===== src/rtl/mc_ctrl_if.sv =====
// Control/handshake bundle between the multi-cycle controller and the datapath/memories.
interface mc_ctrl_if #(
  parameter int CNT_W = 32
);
  logic [31:0]      ins;
  logic             zero;
  logic             imem_ack;
  logic             dmem_ack;
  logic             imem_req;
  logic             ir_we;
  logic             dmem_req;
  logic             dmem_we;
  logic             pc_we;
  logic [1:0]       npc_sel;
  logic             reg_we;
  logic [1:0]       wa_sel;
  logic [1:0]       wd_sel;
  logic             alu_src;
  logic [1:0]       ext_op;
  logic [1:0]       alu_op;
  logic [2:0]       state;
  logic [CNT_W-1:0] retired;

  modport master (
    input  ins, zero, imem_ack, dmem_ack,
    output imem_req, ir_we, dmem_req, dmem_we, pc_we, npc_sel, reg_we,
           wa_sel, wd_sel, alu_src, ext_op, alu_op, state, retired
  );

  modport slave (
    output ins, zero, imem_ack, dmem_ack,
    input  imem_req, ir_we, dmem_req, dmem_we, pc_we, npc_sel, reg_we,
           wa_sel, wd_sel, alu_src, ext_op, alu_op, state, retired
  );
endinterface


===== src/rtl/mc_ctrl.sv =====
// Multi-cycle MIPS main controller: FETCH/DECODE/EXEC/MEM/WB sequencing with
// wait-state tolerant memory handshakes and a retired-instruction counter.
module mc_ctrl #(
  parameter int CNT_W = 32
) (
  input  logic       clk,
  input  logic       clr,
  mc_ctrl_if.master  bus
);

  typedef enum logic [2:0] {
    S_FETCH  = 3'd0,
    S_DECODE = 3'd1,
    S_EXEC   = 3'd2,
    S_MEM    = 3'd3,
    S_WB     = 3'd4
  } state_t;

  typedef enum logic [3:0] {
    I_NOP, I_ADDU, I_SUBU, I_JR, I_ORI, I_LUI, I_LW, I_SW, I_BEQ, I_J, I_JAL
  } instr_t;

  state_t           state_q, state_d;
  logic [CNT_W-1:0] retired_q, retired_d;
  instr_t           instr;

  logic       imem_req, ir_we, dmem_req, dmem_we, pc_we, reg_we;
  logic [1:0] npc_sel, wa_sel, wd_sel, ext_op, alu_op;
  logic       alu_src;

  logic [5:0] opcode, funct;
  assign opcode = bus.ins[31:26];
  assign funct  = bus.ins[5:0];

  logic unused_ins;
  assign unused_ins = &{1'b0, bus.ins[25:6]};

  always_comb begin
    instr = I_NOP;
    case (opcode)
      6'b000000: begin
        case (funct)
          6'b100001: instr = I_ADDU;
          6'b100011: instr = I_SUBU;
          6'b001000: instr = I_JR;
          default:   instr = I_NOP;
        endcase
      end
      6'b001101: instr = I_ORI;
      6'b001111: instr = I_LUI;
      6'b100011: instr = I_LW;
      6'b101011: instr = I_SW;
      6'b000100: instr = I_BEQ;
      6'b000010: instr = I_J;
      6'b000011: instr = I_JAL;
      default:   instr = I_NOP;
    endcase
  end

  always_comb begin
    state_d  = state_q;
    imem_req = 1'b0;
    ir_we    = 1'b0;
    dmem_req = 1'b0;
    dmem_we  = 1'b0;
    pc_we    = 1'b0;
    npc_sel  = 2'd0;
    reg_we   = 1'b0;
    wa_sel   = 2'd0;
    wd_sel   = 2'd0;
    case (state_q)
      S_FETCH: begin
        imem_req = 1'b1;
        if (bus.imem_ack) begin
          ir_we   = 1'b1;
          state_d = S_DECODE;
        end
      end
      S_DECODE: state_d = S_EXEC;
      S_EXEC: begin
        case (instr)
          I_ADDU, I_SUBU, I_ORI, I_LUI: state_d = S_WB;
          I_LW, I_SW:                   state_d = S_MEM;
          I_BEQ: begin
            pc_we   = 1'b1;
            npc_sel = bus.zero ? 2'd1 : 2'd0;
            state_d = S_FETCH;
          end
          I_J: begin
            pc_we   = 1'b1;
            npc_sel = 2'd2;
            state_d = S_FETCH;
          end
          I_JAL: begin
            pc_we   = 1'b1;
            npc_sel = 2'd2;
            reg_we  = 1'b1;
            wa_sel  = 2'd2;
            wd_sel  = 2'd2;
            state_d = S_FETCH;
          end
          I_JR: begin
            pc_we   = 1'b1;
            npc_sel = 2'd3;
            state_d = S_FETCH;
          end
          default: begin
            pc_we   = 1'b1;
            state_d = S_FETCH;
          end
        endcase
      end
      S_MEM: begin
        dmem_req = 1'b1;
        dmem_we  = (instr == I_SW);
        if (bus.dmem_ack) begin
          if (instr == I_SW) begin
            pc_we   = 1'b1;
            state_d = S_FETCH;
          end else begin
            state_d = S_WB;
          end
        end
      end
      S_WB: begin
        reg_we  = 1'b1;
        pc_we   = 1'b1;
        wa_sel  = (instr == I_ADDU || instr == I_SUBU) ? 2'd0 : 2'd1;
        wd_sel  = (instr == I_LW) ? 2'd1 : 2'd0;
        state_d = S_FETCH;
      end
      default: state_d = S_FETCH;
    endcase
  end

  // ALU/extender controls depend only on the instruction, so they stay
  // constant across EXEC, MEM and WB for one instruction.
  always_comb begin
    alu_src = 1'b0;
    ext_op  = 2'd0;
    alu_op  = 2'd0;
    if (state_q == S_EXEC || state_q == S_MEM || state_q == S_WB) begin
      case (instr)
        I_SUBU: alu_op = 2'd1;
        I_ORI: begin
          alu_src = 1'b1;
          ext_op  = 2'd0;
          alu_op  = 2'd2;
        end
        I_LUI: begin
          alu_src = 1'b1;
          ext_op  = 2'd2;
        end
        I_LW, I_SW: begin
          alu_src = 1'b1;
          ext_op  = 2'd1;
        end
        default: ;
      endcase
    end
  end

  logic pc_we_g;
  assign pc_we_g   = pc_we & ~clr;
  assign retired_d = retired_q + {{(CNT_W-1){1'b0}}, pc_we_g};

  always_ff @(posedge clk or posedge clr) begin
    if (clr) begin
      state_q   <= S_FETCH;
      retired_q <= '0;
    end else begin
      state_q   <= state_d;
      retired_q <= retired_d;
    end
  end

  // Strobes are gated by clr so an abandoned instruction never commits.
  assign bus.imem_req = imem_req & ~clr;
  assign bus.ir_we    = ir_we & ~clr;
  assign bus.dmem_req = dmem_req & ~clr;
  assign bus.dmem_we  = dmem_we & ~clr;
  assign bus.pc_we    = pc_we_g;
  assign bus.reg_we   = reg_we & ~clr;
  assign bus.npc_sel  = npc_sel;
  assign bus.wa_sel   = wa_sel;
  assign bus.wd_sel   = wd_sel;
  assign bus.alu_src  = alu_src;
  assign bus.ext_op   = ext_op;
  assign bus.alu_op   = alu_op;
  assign bus.state    = state_q;
  assign bus.retired  = retired_q;

endmodule

===== src/flat_wrapper.sv =====
// flat-port wrapper written by rule: the top's interface ports become plain ports
module mc_ctrl_flat 
#(
  parameter int CNT_W = 32
)
  (clk, clr, bus_ins, bus_zero, bus_imem_ack, bus_dmem_ack, bus_imem_req, bus_ir_we, bus_dmem_req, bus_dmem_we, bus_pc_we, bus_npc_sel, bus_reg_we, bus_wa_sel, bus_wd_sel, bus_alu_src, bus_ext_op, bus_alu_op, bus_state, bus_retired);
  mc_ctrl_if #(.CNT_W(CNT_W)) bus_i ();
  input  logic clk;
  input  logic clr;
  input wire logic [$bits(bus_i.ins)-1:0] bus_ins;
  input wire logic [$bits(bus_i.zero)-1:0] bus_zero;
  input wire logic [$bits(bus_i.imem_ack)-1:0] bus_imem_ack;
  input wire logic [$bits(bus_i.dmem_ack)-1:0] bus_dmem_ack;
  output wire logic [$bits(bus_i.imem_req)-1:0] bus_imem_req;
  output wire logic [$bits(bus_i.ir_we)-1:0] bus_ir_we;
  output wire logic [$bits(bus_i.dmem_req)-1:0] bus_dmem_req;
  output wire logic [$bits(bus_i.dmem_we)-1:0] bus_dmem_we;
  output wire logic [$bits(bus_i.pc_we)-1:0] bus_pc_we;
  output wire logic [$bits(bus_i.npc_sel)-1:0] bus_npc_sel;
  output wire logic [$bits(bus_i.reg_we)-1:0] bus_reg_we;
  output wire logic [$bits(bus_i.wa_sel)-1:0] bus_wa_sel;
  output wire logic [$bits(bus_i.wd_sel)-1:0] bus_wd_sel;
  output wire logic [$bits(bus_i.alu_src)-1:0] bus_alu_src;
  output wire logic [$bits(bus_i.ext_op)-1:0] bus_ext_op;
  output wire logic [$bits(bus_i.alu_op)-1:0] bus_alu_op;
  output wire logic [$bits(bus_i.state)-1:0] bus_state;
  output wire logic [$bits(bus_i.retired)-1:0] bus_retired;
  assign bus_i.ins = bus_ins;
  assign bus_i.zero = bus_zero;
  assign bus_i.imem_ack = bus_imem_ack;
  assign bus_i.dmem_ack = bus_dmem_ack;
  assign bus_imem_req = bus_i.imem_req;
  assign bus_ir_we = bus_i.ir_we;
  assign bus_dmem_req = bus_i.dmem_req;
  assign bus_dmem_we = bus_i.dmem_we;
  assign bus_pc_we = bus_i.pc_we;
  assign bus_npc_sel = bus_i.npc_sel;
  assign bus_reg_we = bus_i.reg_we;
  assign bus_wa_sel = bus_i.wa_sel;
  assign bus_wd_sel = bus_i.wd_sel;
  assign bus_alu_src = bus_i.alu_src;
  assign bus_ext_op = bus_i.ext_op;
  assign bus_alu_op = bus_i.alu_op;
  assign bus_state = bus_i.state;
  assign bus_retired = bus_i.retired;
  mc_ctrl #(.CNT_W(CNT_W)) u_core (.clk(clk), .clr(clr), .bus(bus_i));
endmodule

===== config.mk =====
export PLATFORM = sky130hd
export DESIGN_NAME = mc_ctrl_flat
export DESIGN_NICKNAME = d
export VERILOG_FILES = /design/src/rtl/mc_ctrl_if.sv /design/src/rtl/mc_ctrl.sv /design/src/flat_wrapper.sv
export SDC_FILE = /design/constraint.sdc
export NUM_CORES = 1
export LEC_CHECK = 0
export CORE_MARGIN = 2
export CORE_UTILIZATION = 40
export DETAILED_ROUTE_END_ITERATION = 16
export PLACE_DENSITY = 0.79
export SETUP_SLACK_MARGIN = 0.15
export SLEW_MARGIN = 10
export SYNTH_ARGS = -nofsm -noshare
export SYNTH_HDL_FRONTEND = slang
export SYNTH_SLANG_ARGS = --single-unit
export TNS_END_PERCENT = 1

===== constraint.sdc =====
create_clock -name clk -period 3 [get_ports clk]
set_clock_uncertainty 0.05 [all_clocks]
set_input_delay 0.3 -clock clk [delete_from_list [all_inputs] [get_ports clk]]
set_output_delay 0.3 -clock clk [all_outputs]
set_load 0.005 [all_outputs]

==> results.txt, run 1 <==
* Outcome: finished clean
- Number of placement rows: 26
- Minimum hold slack: just over 0.4 ns
- Top cell type by total area after synthesis: sky130_fd_sc_hd__dfrtp_1
* Chip height: 75.93 µm
* Portion of total power attributed to sequential cells: 0.428
* Global-route usage over all layers: 0.1941
- The final hold violation count is 0.
- CTS clock-pin slew for the worst setup and hold paths: 0.07 ns
- Overall die area: 0.005765 mm²
* Iteration count of the initial detailed-routing pass: 4
- In this run, the number of DRC markers left after iteration 0 of detailed routing was 60.
- Floorplan die width: 75.93 µm
- Of the total power, the share spent switching nets is 0.3057.
- The finished cells cover 0.003294 mm².
* Area growth syn-to-layout: 59.19%
- No sink is reached through more buffers than the 2 on the longest clock path.
- Leakage power: 1.511 nW
- 0 antenna diodes ended up in the layout.
* Portion of total power attributed to combinational logic: 0.318
* Deepest level of the CTS H-tree: 2
- Max cap viols: 0
- In this run the worst hold path is classified as reg -> reg.
- Data on the critical path arrives at its endpoint at 2.54 ns.
- Counting instances, the worst hold path has a depth of 1.
- For this design the top-level I/O count stands at 89.
* Proportion of synthesized chip area in sequential cells: 0.4232
* Number of global-route vias before repair: 2,032
- Post-route antenna net violation count: 0
- Counting the buffers created by CTS gives 5.
- At the end of routability-driven placement, the weighted congestion stood at 0.9362.
* Number of instances in the synthesized netlist: 219
- Worst slew margin relative to its limit: 0.6950
- Clock tree from TritonCTS: yes
* Starting Density: 0.4104
- Worst Max-Slew Pin Slew: 0.4534 ns
- Synthesis warning total: 0
- Setup violations remaining at the end of the flow were counted as 0.
* Sw Pwr: 0.3989 mW
- Max Transition Viols Final: 0
- The initial antenna violation count was 0.
- Vias per std cell: 5.095
- Maximum ir drop on the vdd rail: 0.0002646 V
* Standard cell area after detailed placement: a little over 0.003 mm²
* Post-synthesis cell area: 0.002069 mm²
* Final Total Pwr: 1.305 mW
- The worst setup path is captured at an output pin.
- The cell sitting at the root of the clock tree is a sky130_fd_sc_hd__clkbuf_8.
- For this run, design rule violations remaining after detail routing come to 0.
- Counting every net in the synthesized netlist gives between 200 and 300.
- The critical path is of the in -> out type.
* Residual overflow from global routing: 0
- Area of the core: 0.005042 mm²
* Worst skew pair latency: roughly 0.29 ns
- Wire length of the first global-routing pass: 9211 µm
- Summed over all failing endpoints, the final setup total negative slack is 0 ns.
* Post-place setup slack: -0.4640 ns
- Fraction of post-synthesis cell area in the top cell type by area: 0.4232
- Clock tree synthesis found a total of 35 sinks.
- Based on the critical path, the design can be clocked at up to 346.4 MHz.
- In the finished design, the share of the clock period the worst path needs comes to 0.9623.
- Quantity of I/O buffers inserted on ports: 68
- Power per Cell Area: a little under 400 mW/mm²
- Clock network fraction of total power: 0.254
- Share of final-layout standard cells stronger than drive strength 1: 0.2273
- Setup repair after global routing missed its margin: true
* Vias: 2,038
* Largest driver fanout on the critical path: 5
- Final worst-path setup slack: around 0.11 ns
* Number of nets in the finished design: 368
- The average instance in the mapped netlist occupies 9.450 µm².
- In the post-synthesis netlist, the biggest area contributors are sky130_fd_sc_hd__dfrtp_1, sky130_fd_sc_hd__xnor2_1, sky130_fd_sc_hd__xor2_1.
- In the final routed layout, each cell accounts on average for 13.92 µm.
- Routed WL: around 5600 µm
* HPWL reported at the end of detailed placement: 4195 µm
- Cell-internal power: 0.9060 mW
* Count of state elements after synthesis: 35
- For the worst flop-to-flop path, the logic depth is 12.
- STA classifies the critical path startpoint as an input port.
- Data on the critical path is required at its endpoint by 2.65 ns.
* Time the final worst path needs with I/O delays and setup: 2.887 ns
- Count of unique library cells instantiated by Yosys: 47
- Largest net degree at the start of global routing: 36
[worst max-delay path, stage by stage]
cell,delay [ns]
sky130_fd_sc_hd__dlygate4sd2_1,0.29
sky130_fd_sc_hd__and4b_1,0.25
sky130_fd_sc_hd__o311ai_4,0.32
sky130_fd_sc_hd__o41ai_4,0.15
sky130_fd_sc_hd__buf_4,0.15
sky130_fd_sc_hd__buf_4,0.13
sky130_fd_sc_hd__nor4_1,0.35
sky130_fd_sc_hd__clkdlybuf4s50_1,0.58
[path summary, 6_finish.rpt]
path                                        startpoint  slack (ns)                endpoint
min in group asynchronous                          clr        0.59   u_core.bus.retired[9]
max in group asynchronous                          clr        2.00  u_core.bus.retired[27]
worst min-delay path            u_core.bus.retired[31]        0.42  u_core.bus.retired[31]
worst max-delay path                       bus_ins[26]        0.11           bus_wd_sel[0]
worst max register to register     u_core.bus.state[2]        0.29  u_core.bus.retired[30]
worst min register to register  u_core.bus.retired[31]        0.42  u_core.bus.retired[31]
[power by group through the flow]
stage / sequential (mW) / clock (mW) / combinational, mW
floorplan: 0.568 / 0 / 0.153
global placement: 0.562 / 0 / 0.389
detailed placement: 0.562 / 0 / 0.395
CTS: 0.558 / 0.341 / 0.405
global route: 0.566 / 0.354 / 0.457
finish: 0.558 / 0.332 / 0.415
[stage by stage]
stage	util	cells
3_5_place_dp	0.6124	385
2_1_floorplan	-	219
5_1_grt	0.6534	400
4_1_cts	0.6367	395
3_3_place_gp	0.6124	385
6_report	0.6534	400
[Yosys cell counts (all sizes together)]
master and count:
nor2 16, and2 4, xnor2 20, nor4 6, a211oi 1, clkbuf 2
buf 6, o311ai 1, o21bai 1, o41ai 1, nor4b 2, a31oi 1
a21oi 6, and4 4, inv 7, nand3b 7, or3b 2, nor3 9
nand3 16, a21boi 1, nand4 7, a211o 1, o21ai 3, o221ai 1
o211ai 1, and3 9, nor3b 1, or2 2, o21a 2, and4b 3
dfrtp 35, a22oi 2, nand2 20, o2111ai 1, nor2b 2, nand2b 1
or3 1, ha 2, and4bb 1, xor2 10, o22ai 1
[state kept, by name, indices dropped and copies added (netlist names)]
name / flops
u_core.bus.retired: 32
u_core.bus.state: 3
[layer usage]
layer	GRT usage	up-vias	wire length, µm
met5	0	-	0
met4	0.06727	0	73
met3	0.03452	6	223
met2	0.3571	52	2874
met1	0.2269	977	2394
li1	-	1003	-
[cell type report]
| type | instances | area (µm²) |
|---|---|---|
| tap | 70 | 87.58 |
| inverter | 7 | 26.28 |
| sequential | 35 | 875.8 |
| multi-input combinational | 169 | 1205 |
| timing repair buffer | 111 | 1015 |
| clock buffer | 6 | 72.57 |
| fill | 414 | 1748 |
| clock inverter | 2 | 12.51 |
[cell families after synthesis]
kind of cell | share of synthesized area
AO/OA/AOI/OAI | 0.09372
XOR/XNOR | 0.1270
buffers and inverters | 0.03205
adder cells (fa/ha/maj) | 0.01209
AND/OR/NAND/NOR | 0.3120
flip-flops | 0.4232
[repair_timing]
action	CTS	global route
resized for setup	14	18
endpoints found under the hold margin	0	0
setup endpoints to repair	30	29
pin swaps	5	13
hold buffers	0	0
buffers inserted	2	5
[layout by cell type (no fill, tap or decap), types with 3 or more instances in the layout]
cell	netlist	layout
sky130_fd_sc_hd__clkbuf_8	0	5
sky130_fd_sc_hd__buf_6	0	3
sky130_fd_sc_hd__buf_4	1	40
sky130_fd_sc_hd__xor2_1	10	10
sky130_fd_sc_hd__nand4_1	7	7
sky130_fd_sc_hd__dfrtp_1	35	35
sky130_fd_sc_hd__a21oi_1	6	6
sky130_fd_sc_hd__inv_1	7	7
sky130_fd_sc_hd__clkdlybuf4s50_1	0	55
sky130_fd_sc_hd__xnor2_1	20	20
sky130_fd_sc_hd__and3_1	9	7
sky130_fd_sc_hd__nand3_1	16	16
sky130_fd_sc_hd__and2_1	4	3
sky130_fd_sc_hd__nor3_1	8	7
sky130_fd_sc_hd__dlymetal6s2s_1	0	5
sky130_fd_sc_hd__nor4_1	6	6
sky130_fd_sc_hd__dlygate4sd2_1	0	6
sky130_fd_sc_hd__nand3b_1	7	7
sky130_fd_sc_hd__nor2_1	16	15
sky130_fd_sc_hd__nand2_1	20	19
Note: power is estimated with default switching activity, not from simulation.
==> run 2, diff against run 1 <==
- CORE_ASPECT_RATIO: not set -> 2
==> results.txt, run 2 (synthesis results as in run 1) <==
- Wire length of the first global-routing pass: 8687 µm (-5.7%)
- The static leakage power came to 1.490 nW (-1.4%).
- The total cell area at the placement stage is 0.003073 mm² (-0.49%).
* Final Total Pwr: 1.370 mW (+5.0%)
- Following the worst setup path forward leads to its endpoint at bus_ext_op[1].
- The number of inserted filler cells in the final layout is 407 (-1.7%).
- The TritonCTS sink count is 35 (unchanged).
- Number of hold buffers added after CTS: 0 (unchanged)
- The switching power was 0.3943 mW (-1.2%).
* Final hold violations: 0 (unchanged)
- CTS placed an instance of sky130_fd_sc_hd__clkbuf_8 at the clock tree root.
* Clock tree from TritonCTS: yes
- Clock network fraction of total power: 0.305 (+0.051)
- The maximum number of pins on one net before global-route repair is 36 (unchanged).
* Max cap viols: 0 (unchanged)
* Share of final-layout standard cells stronger than drive strength 1: 0.2317 (+0.004435)
* Number of buffers on the longest clock path: 2 (unchanged)
* Post-place setup slack: -0.3564 ns (+0.1077 ns)
* Launch point of the critical path: bus_ins[28]
- The number of input and output port buffers inserted came to 68 (unchanged).
- Area of the core: 0.005046 mm² (about the same)
- Critical Path End Type: output pin
- The signal arrival time at the worst endpoint was 2.40 ns (-0.14 ns).
* Post-Route Utilization: 0.6524 (-0.0009820)
- The total clock buffers created by CTS is 5 (unchanged).
- The area of the die is 0.005800 mm² (+0.60%).
- The number of remaining DRC errors is 0 (unchanged).
- The portion of total power attributed to combinational logic came to 0.274 (-0.044).
* Antenna violations before repair: 0 (unchanged)
- The final cell count without fillers was 386 (-3.5%).
- Time the final worst path needs with I/O delays and setup: 2.747 ns (-0.1396 ns)
- The via count is 2,052 (+0.69%).
- The maximum fanout encountered on the critical timing path came to 8 (+3).
- The via count of the first global-routing pass is 2,011 (-1.0%).
* R2R cell count: 13 (+1)
- Maximum ir drop on the vdd rail: 0.0005311 V (+100%)
* ANT cells: 0 (unchanged)
- Residual overflow from global routing: 0 (unchanged)
* Class of the worst hold path: reg -> reg
- Vias per std cell: 5.316 (+4.3%)
- The first-pass iteration count of the detailed router came to 4 (unchanged).
- Worst Max-Slew Pin Slew: 0.4677 ns (+0.01427 ns)
- The switching portion of total power is 0.2877 (-0.01797).
- The clock insertion delay at the later pin of the skew report came to 0.29 ns (about the same).
* Starting Density: 0.4101 (about the same)
* Post-route fraction of the period consumed by the critical path: 0.9157 (-0.04654)
- STA classifies the critical path startpoint as an input port.
- Power per Cell Area: 416.2 mW/mm² (+5.1%)
* Iter 0 DRT Violations: 57 (-5.0%)
* Final Setup Violations: 0 (unchanged)
* Portion of total power attributed to sequential cells: 0.421 (-0.007)
- HPWL reported at the end of detailed placement: 3938 µm (-6.1%)
- Area growth syn-to-layout: 59.07% (about the same)
- The number of max-slew violations in the final report was 0 (unchanged).
- Setup repair after global routing could not meet its margin everywhere.
* Cell area after layout: 0.003292 mm² (about the same)
* Final worst-path setup slack: 0.2528 ns (+0.1396 ns)
- The row count is 37 (+42%).
- Placed Cells incl. Taps: 373 (-3.1%)
* CTS clock-pin slew for the worst setup and hold paths: 0.07 ns (about the same)
- Routed WL: 5258 µm (-5.5%)
* R2r setup slk: 0.34 ns (+0.05 ns)
- Number of nets in the finished design: 366 (-0.54%)
- Commonest non-fill, non-tap cell in the layout: sky130_fd_sc_hd__clkdlybuf4s50_1
- Floorplan die width: 54.86 µm (-28%)
* Critical setup path kind: in -> out
* Post-route antenna net violation count: 0 (unchanged)
- Flip-flop count of the largest register after layout: 32 (unchanged)
- Worst slew margin relative to its limit: 0.6854 (-0.009600)
* RR Endpoint: u_core.bus.retired[30]
- The number of levels in the clock H-tree came to 2 (unchanged).
- The global placer's final weighted congestion was 0.7874 (-16%).
- The peak clock frequency supported by timing was 364.0 MHz (+5.1%).
- Chip height: 105.7 µm (+39%)
- The wire length per cell came to 13.62 µm (-2.1%).
- The global-route total usage across every layer came to 0.1951 (+0.0009960).
* Data required time at the worst endpoint: 2.65 ns (about the same)
- Outcome: finished clean
* Reg2Reg Launch Point: u_core.bus.state[1]
- Number of placed I/O pins: 89 (unchanged)
- Commonest cells after routing, fill and taps aside: sky130_fd_sc_hd__clkdlybuf4s50_1, sky130_fd_sc_hd__buf_4, sky130_fd_sc_hd__dfrtp_1
- Cell-internal power: 0.9760 mW (+7.7%)
## run 2: cell count changes in the layout (fill, tap and decap cells not counted), moves of 2 or more
cell / delta
sky130_fd_sc_hd__buf_6: -3
sky130_fd_sc_hd__clkdlybuf4s50_1: +2
sky130_fd_sc_hd__dlygate4sd2_1: -2
sky130_fd_sc_hd__nor3_2: +2
## run 2: layer usage
layer	GRT usage	part of all wire
met2	0.3095	0.50
met1	0.2498	0.42
met3	0.05382	0.064
met5	0	0
met4	0.05893	0.015
## run 2: cell type report
type                            count  area [µm²]  share of cell area
Tap cell                           58       72.57             0.02204
Timing Repair Buffer              109       985.9              0.2995
Inverter                            7       26.28            0.007982
Sequential cell                    35       875.8              0.2661
Clock inverter                      3       43.79             0.01330
Multi-Input combinational cell    169        1219              0.3702
Clock buffer                        5       68.82             0.02090
## run 2: repair_timing
action	in CTS	in global routing
gates resized for setup	10	19
setup endpoints to repair	28	37
pin swaps	5	13
setup buffers	2	3
## run 2: worst min path at each step
stage,startpoint,endpoint,slack [ns],cells after the start
floorplan,clr,u_core.bus.retired[0],0.41,1
global placement,u_core.bus.retired[31],u_core.bus.retired[31],0.41,1
detailed placement,u_core.bus.retired[7],u_core.bus.retired[7],0.42,1
CTS,u_core.bus.retired[7],u_core.bus.retired[7],0.44,1
global route,u_core.bus.retired[31],u_core.bus.retired[31],0.46,1
finish,u_core.bus.retired[31],u_core.bus.retired[31],0.43,1
## run 2: metrics by stage
stage,hold slack [ns],TNS (ns)
floorplan,0.4128,0
global placement,0.4075,-4.300
detailed placement,0.4250,-5.508
CTS,0.4415,0
global route,0.4625,0
finish,0.4304,0
## run 2: power groups by stage
stage	sequential, mW	combinational [mW]	clock [mW]
2_1_floorplan	0.568	0.153	0
5_1_grt	0.584	0.414	0.453
4_1_cts	0.575	0.373	0.432
6_report	0.577	0.375	0.418
3_3_place_gp	0.575	0.351	0
3_5_place_dp	0.578	0.365	0
## run 2: worst max-delay path, stage by stage
cell and delay [ns]:
sky130_fd_sc_hd__dlygate4sd2_1 0.27, sky130_fd_sc_hd__buf_4 0.17, sky130_fd_sc_hd__nand3b_1 0.15, sky130_fd_sc_hd__a211o_1 0.31, sky130_fd_sc_hd__buf_4 0.16, sky130_fd_sc_hd__or2_2 0.31, sky130_fd_sc_hd__inv_1 0.07, sky130_fd_sc_hd__and3_1 0.16
sky130_fd_sc_hd__clkdlybuf4s50_1 0.50
==> run 3, diff against run 2 <==
- CORE_MARGIN: 2 -> 4
==> results.txt, run 3 (synthesis results as in run 1) <==
- Worst path max stage delay: 0.50 ns (about the same)
- The total stage count of the critical path was 7 (-2).
* Chip height: 109.7 µm (+3.8%)
- The signal arrival time at the worst endpoint is 2.44 ns (+0.04 ns).
- Count of clock tree sinks: 35 (unchanged)
- The wire length on met2 is 3505 µm (+34%).
* Portion of total power attributed to combinational logic: 0.303 (+0.029)
- Cell-internal power: 1.006 mW (+3.1%)
- The global placer's final weighted congestion came to 0.8242 (+4.7%).
- Grouping stages by cell kind, the critical path spends the most delay in buffers and inverters.
- The number of inserted filler cells in the final layout is 394 (-3.2%).
- The first-pass iteration count of the detailed router was 4 (unchanged).
- Post-place setup slack: -0.4905 ns (-0.1342 ns)
* Worst slew margin relative to its limit: 0.6050 (-0.08034)
- Highest metal layer used by the detailed router: met4
* Share of final-layout standard cells stronger than drive strength 1: 0.2582 (+0.02645)
* Commonest cells after routing, fill and taps aside: sky130_fd_sc_hd__clkdlybuf4s50_1, sky130_fd_sc_hd__buf_4, sky130_fd_sc_hd__dfrtp_1
- On the critical path, the stage with the largest delay is an instance of sky130_fd_sc_hd__clkdlybuf4s50_1.
* Largest net degree at the start of global routing: 36 (unchanged)
- Setup repair after global routing could not meet its margin everywhere.
- The endpoint identified for the worst register-to-register timing path is u_core.bus.retired[30].
- From synthesis to final layout, the design area changed by 64.09%.
- Switching part of the total: 0.2921 (+0.004393)
- The starting density of the core is 0.4177 (+0.007560).
- The critical path ends at bus_npc_sel[0].
- The clock network fraction of total power was 0.298 (-0.007).
* Flip-flop count of the largest register after layout: 32 (unchanged)
- Post-Route Utilization: 0.6854 (+0.03299)
- The final sum of negative setup slack is 0 ns (unchanged).
- The cell depth of the worst flop-to-flop path is 11 (-2).
- Most used cell along the critical path: sky130_fd_sc_hd__clkdlybuf4s50_1
* Reg2Reg Launch Point: u_core.bus.state[2]
- The number of max-slew violations in the final report is 0 (unchanged).
- Traced cell by cell, the critical path runs through clkdlybuf4s50_1, or2_4, o41ai_4, buf_4, o2111ai_4, a21oi_2, clkdlybuf4s50_1.
- Iter 0 DRT Violations: 54 (-5.3%)
* Vias: 2,149 (+4.7%)
- The data required time of the worst path came to 2.65 ns (about the same).
* Buf+Inv Stages, Crit Path: 3 (-2)
* Area of the core: 0.004955 mm² (-1.8%)
- The count of boundary I/O pins is 89 (unchanged).
* Commonest non-fill, non-tap cell in the layout: sky130_fd_sc_hd__clkdlybuf4s50_1
- The row count was 36 (-2.7%).
* R2r setup slk: 0.30 ns (-0.04 ns)
* Final hold violations: 0 (unchanged)
* HPWL reported at the end of detailed placement: 4558 µm (+16%)
- The global-route total usage across every layer is 0.1925 (-0.002610).
- Deepest level of the CTS H-tree: 2 (unchanged)
- CTS clock-pin slew for the worst setup and hold paths: 0.08 ns (about the same)
* Critical Path End Type: output pin
- Final Total Pwr: 1.421 mW (+3.7%)
- The met3 wire length came to 283 µm (-16%).
- Clock tree from TritonCTS: yes
* Residual overflow from global routing: 0 (unchanged)
* Number of buffers on the longest clock path: 2 (unchanged)
- The switching power is 0.4151 mW (+5.3%).
* ANT cells: 0 (unchanged)
- The most critical setup path has its startpoint at bus_ins[2].
* Clock root buffer master: sky130_fd_sc_hd__clkbuf_8
- Final worst-path setup slack: 0.2118 ns (-0.04105 ns)
- The static leakage power came to 1.558 nW (+4.6%).
- Largest driver fanout on the critical path: 5 (-3)
- The number of buffers added to fix hold violations after cts is 0 (unchanged).
- Floorplan die width: 58.86 µm (+7.3%)
- The peak clock frequency supported by timing is 358.7 MHz (-1.5%).
- The power density of the placed cells came to 418.5 mW/mm² (+0.54%).
- Number of buffers added by the clock tree synthesis step: 5 (unchanged)
* Portion of total power attributed to sequential cells: 0.399 (-0.022)
- The number of nets with antenna violations after detailed routing was 0 (unchanged).
* Startpoint Class: input port
- Class of the worst hold path: reg -> reg
- Wire length of the first global-routing pass: 9660 µm (+11%)
* Post-route fraction of the period consumed by the critical path: 0.9294 (+0.01368)
* Vias per std cell: 5.454 (+2.6%)
- Outcome: finished clean
- The register area is 875.8 µm² (unchanged).
- The shortest period the worst path allows came to 2.788 ns (+0.04105 ns).
- Worst skew pair latency: 0.29 ns (about the same)
- Final Setup Violations: 0 (unchanged)
- The area of the die was 0.006458 mm² (+11%).
- The worst setup path is of the in -> out kind.
- The final routed wirelength across all metal layers was 5947 µm (+13%).
- DRC violations left: 0 (unchanged)
- The wire length per cell came to 15.09 µm (+11%).
- The number of nets in the layout came to 375 (+2.5%).
* Routed metal-1 wirelength: 2019 µm (-9.3%)
- Quantity of I/O buffers inserted on ports: 68 (unchanged)
* Area of the multi-input gates: 0.001241 mm² (+1.8%)
* Maximum ir drop on the vdd rail: 0.0002971 V (-44%)
* Number of global-route vias before repair: 2,170 (+7.9%)
- Antenna violations before repair: 0 (unchanged)
- Max cap viols: 0 (unchanged)
- The transition time of the tightest slew-check pin was 0.5871 ns (+0.1194 ns).
run 3: how the worst min path moves through the flow:
stage	startpoint	endpoint	slack (ns)	depth (start not counted)
after global placement	u_core.bus.retired[31]	u_core.bus.retired[31]	0.41	1
after global routing	u_core.bus.retired[31]	u_core.bus.retired[31]	0.46	1
after detailed placement	u_core.bus.retired[31]	u_core.bus.retired[31]	0.41	1
after CTS	u_core.bus.retired[31]	u_core.bus.retired[31]	0.42	1
after floorplan	clr	u_core.bus.retired[0]	0.41	1
final	u_core.bus.retired[31]	u_core.bus.retired[31]	0.41	1
run 3: stage by stage:
step                      std cells  cell area, µm²  hold WS (ns)
after floorplan                 219            2091        0.4128
after global placement          379            3124        0.4062
after detailed placement        379            3124        0.4066
after CTS                       388            3277        0.4210
after global routing            394            3396        0.4641
final                           394            3396        0.4146
run 3: final cells by class:
cell class	instances	share of cell area
Inverter	7	0.007738
Tap cell	57	0.02100
Sequential cell	35	0.2579
Timing Repair Buffer	118	0.3147
Clock inverter	3	0.01290
Clock buffer	5	0.02027
Multi-Input combinational cell	169	0.3655
run 3: power by group through the flow:
stage / sequential [mW] / clock, mW / combinational [mW]
finish: 0.567 / 0.424 / 0.430
detailed placement: 0.570 / 0 / 0.405
CTS: 0.562 / 0.435 / 0.414
global route: 0.572 / 0.455 / 0.475
global placement: 0.568 / 0 / 0.396
floorplan: 0.568 / 0 / 0.153
run 3: what timing repair did:
item,CTS,global route
resized for setup,10,21
pin swaps,5,8
endpoints found under the hold margin,0,0
setup buffers,1,6
cloned,0,0
setup endpoints to repair,32,37
run 3: metal layers:
metal  up-vias  track usage
met4         0      0.07455
li1       1016            -
met5         -            0
met3        16      0.03995
met1      1050       0.1826
met2        67       0.3805
